===== src/rtl/multicycle_controller.sv =====
// Moore control FSM for the 16-bit multicycle accumulator CPU: fetch, decode, per-instruction sequence.
// Outputs are state-decoded (PCWrite in BRZ follows Zero) and forced to 0 while reset is low.
module multicycle_controller (
    input  logic       clk,
    input  logic       reset,
    input  logic [3:0] Op,
    input  logic [8:0] Func,
    input  logic       Zero,
    output logic       AdrSrc,
    output logic       MemWrite,
    output logic       IRWrite,
    output logic       RegWrite,
    output logic       PCWrite,
    output logic       OldPCWrite,
    output logic       MDRWrite,
    output logic       A3Src,
    output logic       ResultSrc,
    output logic [1:0] ALUSrcA,
    output logic [1:0] ALUSrcB,
    output logic [1:0] ImmSrc,
    output logic [2:0] ALUControl,
    output logic [1:0] PCSrc,
    output logic       InstrDone,
    output logic       IllegalInstr
);

    localparam logic [3:0] OP_LOAD  = 4'b0000;
    localparam logic [3:0] OP_STORE = 4'b0001;
    localparam logic [3:0] OP_JUMP  = 4'b0010;
    localparam logic [3:0] OP_BRZ   = 4'b0100;
    localparam logic [3:0] OP_TYPEC = 4'b1000;
    localparam logic [3:0] OP_ADDI  = 4'b1100;
    localparam logic [3:0] OP_ANDI  = 4'b1101;

    localparam logic [2:0] ALU_ADD   = 3'b000;
    localparam logic [2:0] ALU_SUB   = 3'b001;
    localparam logic [2:0] ALU_AND   = 3'b010;
    localparam logic [2:0] ALU_OR    = 3'b011;
    localparam logic [2:0] ALU_NOTB  = 3'b100;
    localparam logic [2:0] ALU_PASSB = 3'b101;
    localparam logic [2:0] ALU_PASSA = 3'b110;

    typedef enum logic [3:0] {
        S_FETCH  = 4'd0,
        S_DECODE = 4'd1,
        S_MEMADR = 4'd2,
        S_MEMRD  = 4'd3,
        S_LDWB   = 4'd4,
        S_MEMWR  = 4'd5,
        S_JUMP   = 4'd6,
        S_BRZ    = 4'd7,
        S_CEXEC  = 4'd8,
        S_CWB    = 4'd9,
        S_IEXEC  = 4'd10,
        S_IWB    = 4'd11
    } state_t;

    state_t state, state_nxt;

    logic func_legal;
    logic func_nop;

    assign func_legal = $onehot(Func) && !Func[8];
    assign func_nop   = (Func == 9'h080);

    always_ff @(posedge clk or negedge reset) begin
        if (!reset) state <= S_FETCH;
        else        state <= state_nxt;
    end

    always_comb begin
        state_nxt    = S_FETCH;
        AdrSrc       = 1'b0;
        MemWrite     = 1'b0;
        IRWrite      = 1'b0;
        RegWrite     = 1'b0;
        PCWrite      = 1'b0;
        OldPCWrite   = 1'b0;
        MDRWrite     = 1'b0;
        A3Src        = 1'b0;
        ResultSrc    = 1'b0;
        ALUSrcA      = 2'b00;
        ALUSrcB      = 2'b00;
        ImmSrc       = 2'b00;
        ALUControl   = ALU_ADD;
        PCSrc        = 2'b00;
        InstrDone    = 1'b0;
        IllegalInstr = 1'b0;
        // Gating every output here keeps the unreset datapath PC from being written during reset.
        if (reset) begin
            case (state)
                S_FETCH: begin
                    IRWrite    = 1'b1;
                    OldPCWrite = 1'b1;
                    PCWrite    = 1'b1;
                    ALUSrcB    = 2'b01;
                    state_nxt  = S_DECODE;
                end
                S_DECODE: begin
                    case (Op)
                        OP_LOAD, OP_STORE: state_nxt = S_MEMADR;
                        OP_JUMP:           state_nxt = S_JUMP;
                        OP_BRZ:            state_nxt = S_BRZ;
                        OP_ADDI, OP_ANDI:  state_nxt = S_IEXEC;
                        OP_TYPEC: begin
                            if (!func_legal)   IllegalInstr = 1'b1;
                            else if (func_nop) InstrDone    = 1'b1;
                            else               state_nxt    = S_CEXEC;
                        end
                        default: IllegalInstr = 1'b1;
                    endcase
                end
                S_MEMADR: begin
                    ALUSrcB    = 2'b10;
                    ALUControl = ALU_PASSB;
                    state_nxt  = (Op == OP_LOAD) ? S_MEMRD : S_MEMWR;
                end
                S_MEMRD: begin
                    AdrSrc    = 1'b1;
                    MDRWrite  = 1'b1;
                    state_nxt = S_LDWB;
                end
                S_LDWB: begin
                    RegWrite  = 1'b1;
                    ResultSrc = 1'b1;
                    InstrDone = 1'b1;
                end
                S_MEMWR: begin
                    AdrSrc    = 1'b1;
                    MemWrite  = 1'b1;
                    InstrDone = 1'b1;
                end
                S_JUMP: begin
                    PCSrc     = 2'b01;
                    PCWrite   = 1'b1;
                    InstrDone = 1'b1;
                end
                S_BRZ: begin
                    ALUSrcA    = 2'b10;
                    ALUControl = ALU_PASSA;
                    PCSrc      = 2'b10;
                    PCWrite    = Zero;
                    InstrDone  = 1'b1;
                end
                S_CEXEC: begin
                    ALUSrcA = 2'b10;
                    if      (Func[0]) ALUControl = ALU_PASSA;
                    else if (Func[1]) ALUControl = ALU_PASSB;
                    else if (Func[2]) ALUControl = ALU_ADD;
                    else if (Func[3]) ALUControl = ALU_SUB;
                    else if (Func[4]) ALUControl = ALU_AND;
                    else if (Func[5]) ALUControl = ALU_OR;
                    else              ALUControl = ALU_NOTB;
                    state_nxt = S_CWB;
                end
                S_CWB: begin
                    RegWrite  = 1'b1;
                    A3Src     = Func[0];
                    InstrDone = 1'b1;
                end
                S_IEXEC: begin
                    ALUSrcA    = 2'b10;
                    ALUSrcB    = 2'b10;
                    ImmSrc     = 2'b01;
                    ALUControl = (Op == OP_ADDI) ? ALU_ADD : ALU_AND;
                    state_nxt  = S_IWB;
                end
                S_IWB: begin
                    RegWrite  = 1'b1;
                    InstrDone = 1'b1;
                end
                default: state_nxt = S_FETCH;
            endcase
        end
    end

endmodule


===== config.mk =====
export PLATFORM = sky130hd
export DESIGN_NAME = multicycle_controller
export DESIGN_NICKNAME = d
export VERILOG_FILES = /design/src/rtl/multicycle_controller.sv
export SDC_FILE = /design/constraint.sdc
export NUM_CORES = 1
export LEC_CHECK = 0
export ABC_AREA = 1
export CORE_MARGIN = 2
export CORE_UTILIZATION = 37
export DETAILED_ROUTE_END_ITERATION = 10
export HOLD_SLACK_MARGIN = 0.02
export PLACE_DENSITY = 0.76
export SETUP_SLACK_MARGIN = 0.4
export SLEW_MARGIN = 20
export SYNTH_ARGS = -nofsm -noshare
export SYNTH_HDL_FRONTEND = slang
export SYNTH_SLANG_ARGS = --single-unit

===== constraint.sdc =====
create_clock -name clk -period 6.97 [get_ports clk]
set_input_delay 2.091 -clock clk [delete_from_list [all_inputs] [get_ports clk]]
set_output_delay 2.091 -clock clk [all_outputs]
set_load 0.01 [all_outputs]

==> impl_results.md, run 1 <==
- Leak pwr: about 0.57 nW
- Synth area leaders: nor2_1 13%, dfrtp_1 12%, fa_1 12%
- First-pass GRT wire length: 3690 um
- Combinational family with the most area after synthesis: simple AND/OR/NAND/NOR gates
- Top Registers: state: 4 flops
- Synth Area in Simple Gates: a little under two fifths
- Drt total wl: 2140 um
- Mux contribution to synthesized area: 0%
- GRT overflow: 0
- GP Congestion: slightly below 0.9
- Initial Util: 40.3%
- Top reg by flops: state
- DR pass1 iterations: 4
- Max-slew violation count: 0
- Synth Area per Inst: ~5.9 um^2
- Crit path kind: in -> out
- Iter 0 DRT Violations: 31
- Hold Fails Final Rpt: 0
- Worst Hold Depth: 3
- Nature of the critical path startpoint: primary input
- Failing checks: negative setup slack
- Top cell type's share of synthesized area: 12.6%
- Status: complete, but fails checks
- Crit share post-route: 105%
- Root buf cell: clkbuf_4
- Seq/Total Area, Yosys: 12.4%
- Finished Cell Area: 1230 um^2
- Clock power frac: 20.4%
- Net Sw Frac: 38.1%
- Reg power frac: slightly above 20%
- Critical Path RT: 4.88 ns
- Synth warn: 0
- Logic pwr share: 59.4%
- WP data arrival: about 5.2 ns
- Adder-Cell Fraction of Synth Area: 17.1%
- PwrDens: 106 nW/um^2
- Final routed DRC violation total: 0
- H-tree depth: 1
- Max_cap viols: 0
- Die outline height: 50.7 um
- Cell internal pwr: 0.0811 mW
- Max Clk Rate: 137 MHz
- Post-DP Area: 1220 um^2
- Initial antenna violation count: 0
- N_diodes: 0
- Maximum fanout along the worst path: 3
- HP Class: reg -> reg
- Worst skew pair latency: 0.22 ns
- Io pins: 38
- Final worst slack: -0.335 ns
- Xor-xnor portion of the synthesized cell area: 0%
- Clock-pin slew on the worst setup and hold paths: about 0.040 ns
- CTS Hold Buffers Added: 0
- Wire per inst: about 10 um
- Cell taking the most area after synthesis: nor2_1
- Pin count of the biggest net entering global routing: 11
- Switch Pwr: 0.0500 mW
- Reg2Reg Depth: 7
- Area Growth Syn to Fin: 53.1%
- Compound-cell area share of the yosys netlist: 14.6%
- Netlist Area Pre-Place: 806 um^2
- Maximum VDD drop: about 90 uV
- CTS Sinks: 4
- Max FFs per register: 4
- Num CTS Buffers: 3
- Critical Path End Type: output pin
- Detailed-placement wirelength estimate: 1900 um
- #FFs+latches synth: 4
- RSZ-0062 raised after global routing: yes
- Vias: 966
- Die area: 2570 um^2
- Core Box Area: around 2000 um^2
- Post-layout util: 61.6%
- Post-synthesis cell type count: 26
- Layout cells sized above 1: 18.5%
- Tot GR Track Use: 18.2%
- Cells after Synth: 137
- Clock Path Buffers: 2
- Buffers on Ports: 35
- Number of nets in the layout: 204
- Vias in the first global route: 889
- Drt via density: around 4.7
- Tightest hold margin: 0.686 ns
- Antenna Nets Post-Route: 0
- Rows: 16
- Die X-Extent: 50.7 um
- TritonCTS clock tree: yes
- Final Setup Violations: 2
- Fin crit period: ~7.3 ns
- Clock Skew: around 0.00012 ns
[worst max-delay path, stage by stage]
cell and delay [ns]:
buf_6 0.07, clkinvlp_4 0.08, fa_1 0.48, fa_1 0.54, fa_1 0.42, inv_2 0.07, fa_2 0.20, inv_2 0.04
fa_1 0.47, nand2_1 0.05, nor2_1 0.07, nand2_1 0.06, nor2_2 0.12, nand3_1 0.10, a31oi_2 0.18, buf_2 0.16
[what timing repair did]
item                                    CTS  global route
pin swaps                                13            11
gates resized for setup                  23             1
endpoints found under the hold margin     0             0
endpoints found under the setup margin    2             2
buffers inserted                          0             1
[cells in the final DEF (no fill, tap or decap), types with 4 or more instances in the layout]
cell type	count
clkdlybuf4s50_1	30
nor2_1	26
nand2_1	25
inv_1	21
nor2_2	7
a21oi_1	7
inv_2	6
buf_4	6
nand3_1	5
fa_1	4
dfrtp_1	4
[cell usage after synthesis]
library cell / count
o31ai_1: 1
clkinv_1: 1
ha_1: 3
o22ai_1: 3
dfrtp_1: 4
a211o_1: 1
inv_2: 2
a31oi_1: 3
fa_1: 5
o21ai_2: 1
nor4_1: 1
o21ai_1: 1
nand2_1: 25
nor2_2: 6
buf_4: 4
o21ai_0: 3
a21oi_1: 7
inv_1: 26
nand3_2: 1
nand3_1: 5
or2_2: 1
conb_1: 1
nor3_1: 3
nor2_1: 27
or2_1: 1
or2_0: 1
[power groups by stage]
stage | clock [mW] | sequential, mW | combinational, mW
2_1_floorplan | 0 | 0.0264 | 0.0477
5_1_grt | 0.0299 | 0.0267 | 0.0893
4_1_cts | 0.0279 | 0.0265 | 0.0786
3_5_place_dp | 0 | 0.0267 | 0.0775
3_3_place_gp | 0 | 0.0267 | 0.0748
6_report | 0.0267 | 0.0265 | 0.0779
[final cells by class]
type	count	area [um^2]
clock buffers	3	22.5
fillers	199	768
inverters	29	113
multi-input cells	101	582
flip-flops and latches	4	100
well taps	27	33.8
repair buffers	41	383
[kinds of logic (layout without fill, tap and decap cells)]
group	Yosys count	in the layout
and+or+nand+nor	71	71
buffers and inverters	33	73
AOI/OAI and AO/OA	20	20
adders and majority gates	8	8
DFF	4	4
other	1	2
[metrics by stage]
stage                     cells  TNS (ns)  total power, mW  worst slack, ns
after floorplan             138   -0.0934           0.0741          -0.0512
after global placement      201     -2.25            0.102            -1.15
final                       205    -0.594            0.131           -0.335
after CTS                   204    -0.889            0.133           -0.471
after detailed placement    201     -2.34            0.104            -1.21
after global routing        205    -0.944            0.146           -0.504
[final timing paths]
kind / startpoint / end / slack, ns
max: Func[0] / InstrDone / -0.33
min: state[1]$_DFF_PN0_ / state[0]$_DFF_PN0_ / 0.69
max reg2reg: state[0]$_DFF_PN0_ / state[1]$_DFF_PN0_ / 5.80
min reg2reg: state[1]$_DFF_PN0_ / state[0]$_DFF_PN0_ / 0.69
max in group asynchronous: reset / state[3]$_DFF_PN0_ / 4.56
min in group asynchronous: reset / state[0]$_DFF_PN0_ / 2.15
[routing by layer]
metal  part of all wire, %  vias to the layer above  global-route usage [%]  wire [um]
li1                      -                      505                       -          -
met1                    44                      441                    23.8        940
met2                    52                       20                    33.6       1120
met3                   4.0                        0                   0.893         86
met4                     0                        0                    2.70          0
met5                     0                        -                       0          0
(Power assumes the default switching activity.)
==> run 2: changes to the inputs <==
Settings changed: CORE_UTILIZATION 37 to 38, CTS_BUF_LIST set to sky130_fd_sc_hd__clkbuf_2 sky130_fd_sc_hd__clkbuf_4 sky130_fd_sc_hd__clkbuf_8, PLACE_DENSITY 0.76 to 0.78.
==> impl_results.md, run 2 (synthesis gave the netlist of run 1 again) <==
- Rows: 16
- Tot GR Track Use: 17.5%
- Pre-CTS WS: -1.18 ns
- Maximum fanout along the worst path: 3
- Critical Path RT: 4.88 ns
- Clock Path Buffers: 2
- RSZ-0062 raised after global routing: yes
- Vias: about 950
- Met3 usage: 1.82%
- GRT overflow: 0
- Delay of the slowest critical-path stage: roughly 0.54 ns
- Drt via density: 4.59
- Hold Fails Final Rpt: 0
- Max Clk Rate: ~140 MHz
- WP data arrival: approximately 5.2 ns
- Final routed DRC violation total: 0
- Max-slew violation count: 0
- TritonCTS clock tree: yes
- Reg2reg end: state[2]$_DFF_PN0_
- Buffers on Ports: 35
- Vias in the first global route: between 800 and 900
- GP Congestion: 0.847
- Die area: 2510 um^2
- Final Setup Violations: 2
- Layout Cells excl Fill: 206
- Initial antenna violation count: 0
- Max_cap viols: 0
- Pwr Total: around 0.13 mW
- Wire per inst: 10.0 um
- Most common cell after layout, fill and taps aside: clkdlybuf4s50_1
- HP Class: reg -> reg
- FF-to-FF Start: state[3]$_DFF_PN0_
- Top Registers: state: 4 flops
- Gr busiest metal: met2
- Crit share post-route: 104%
- Iter 0 DRT Violations: 16
- Antenna Nets Post-Route: 0
- R2R setup slack: 5.81 ns
- Core Box Area: 1980 um^2
- Status: complete, but fails checks
- Filler Cell Count: 177
- Post-layout util: a little over three fifths
- Failing checks: negative setup slack
- Crit path kind: in -> out
- Die outline height: 50.1 um
- Area Growth Syn to Fin: 55.3%
- DR pass1 iterations: 4
- Leak pwr: ~0.58 nW
- Io pins: 38
- Fin crit period: around 7.3 ns
- Layout cells sized above 1: 19.0%
- Setup TNS: -0.547 ns
- Number of nets in the layout: approximately 200
- Nature of the critical path startpoint: primary input
- Max FFs per register: 4
- Post-DP Area: 1220 um^2
- H-tree depth: 1
- Most frequent cells in the layout: 30 x clkdlybuf4s50_1, 26 x nor2_1, 25 x nand2_1, 21 x inv_1
- Die X-Extent: around 50 um
- Final worst slack: -0.290 ns
- Clock Skew: 0.00298 ns
- Clock-pin slew on the worst setup and hold paths: approximately 0.04 ns
- Critical Path End Type: output pin
- Top delay family on crit path: adder cells
- Hold Path End: state[0]$_DFF_PN0_
- Multi-input logic area: 582 um^2
- Tightest hold margin: 0.686 ns
- Initial Util: 40.7%
- Critical path's slowest cell: fa_1
- Reg2Reg Depth: 5
- CP Cell Sequence: buf_8, clkinvlp_4, fa_1, fa_1, fa_1, inv_2, fa_2, inv_2, fa_1, nand2_1, nor2_1, nand2_1, nor2_2, nand3_1, a31oi_2, buf_2
- Drt total wl: 2060 um
- Met1 Use GR: 21.6%
- Hold Startpoint: state[0]$_DFF_PN0_
- N_diodes: 0
- Finished Cell Area: 1250 um^2
- Num CTS Buffers: 3
- Met2 Use GR: 32.0%
- Worst Setup SP: Func[0]
- CTS Sinks: 4
- DP Cell Count: 201
- Worst skew pair latency: between 0.2 and 0.25 ns
- Detailed-placement wirelength estimate: ~1800 um
- PwrDens: 106 nW/um^2
- Pin count of the biggest net entering global routing: 11
- Top cell by count, worst path: fa_1
- Register area: approximately 100 um^2
- First-pass GRT wire length: 3490 um
- Root buf cell: clkbuf_4
- Worst path bufs/invs: 5
- Worst Hold Depth: 2
- Maximum VDD drop: 110 uV
- Top reg by flops: state
[run 2: repair_timing]
item	CTS	global route
hold buffers	0	0
resized for setup	22	5
setup buffers	1	1
pin swaps	13	13
endpoints found under the setup margin	2	2
[run 2: cell type report]
type / count / area share, %
inverters: 29 / 9.20
well taps: 27 / 2.70
flip-flops and latches: 4 / 8.00
repair buffers: 42 / 31.8
clock buffers: 3 / 1.80
multi-input cells: 101 / 46.5
[run 2: metal layers]
layer / wire length [um] / vias up
met4: 0 / 0
met5: 0 / -
met3: 67 / 0
li1: - / 508
met2: 1030 / 20
met1: 967 / 417
[run 2: how the worst max path moves through the flow]
stage,end,slack [ns],cells after the start
floorplan,IllegalInstr,-0.05,15
global placement,InstrDone,-1.13,16
detailed placement,InstrDone,-1.18,16
CTS,InstrDone,-0.48,16
global route,InstrDone,-0.47,16
finish,InstrDone,-0.29,16
[run 2: power breakdown]
part,switching (mW),internal [mW]
combinational,0.0402,0.0381
clock,0.00824,0.0192
sequential,0.00189,0.0246
[run 2: worst register-to-register path, cell delays in order, from the launching register on]
cell,delay (ns)
dfrtp_1,0.43
nor2_2,0.22
nand2_1,0.14
o22ai_1,0.16
a21oi_1,0.06
nor2_1,0.09
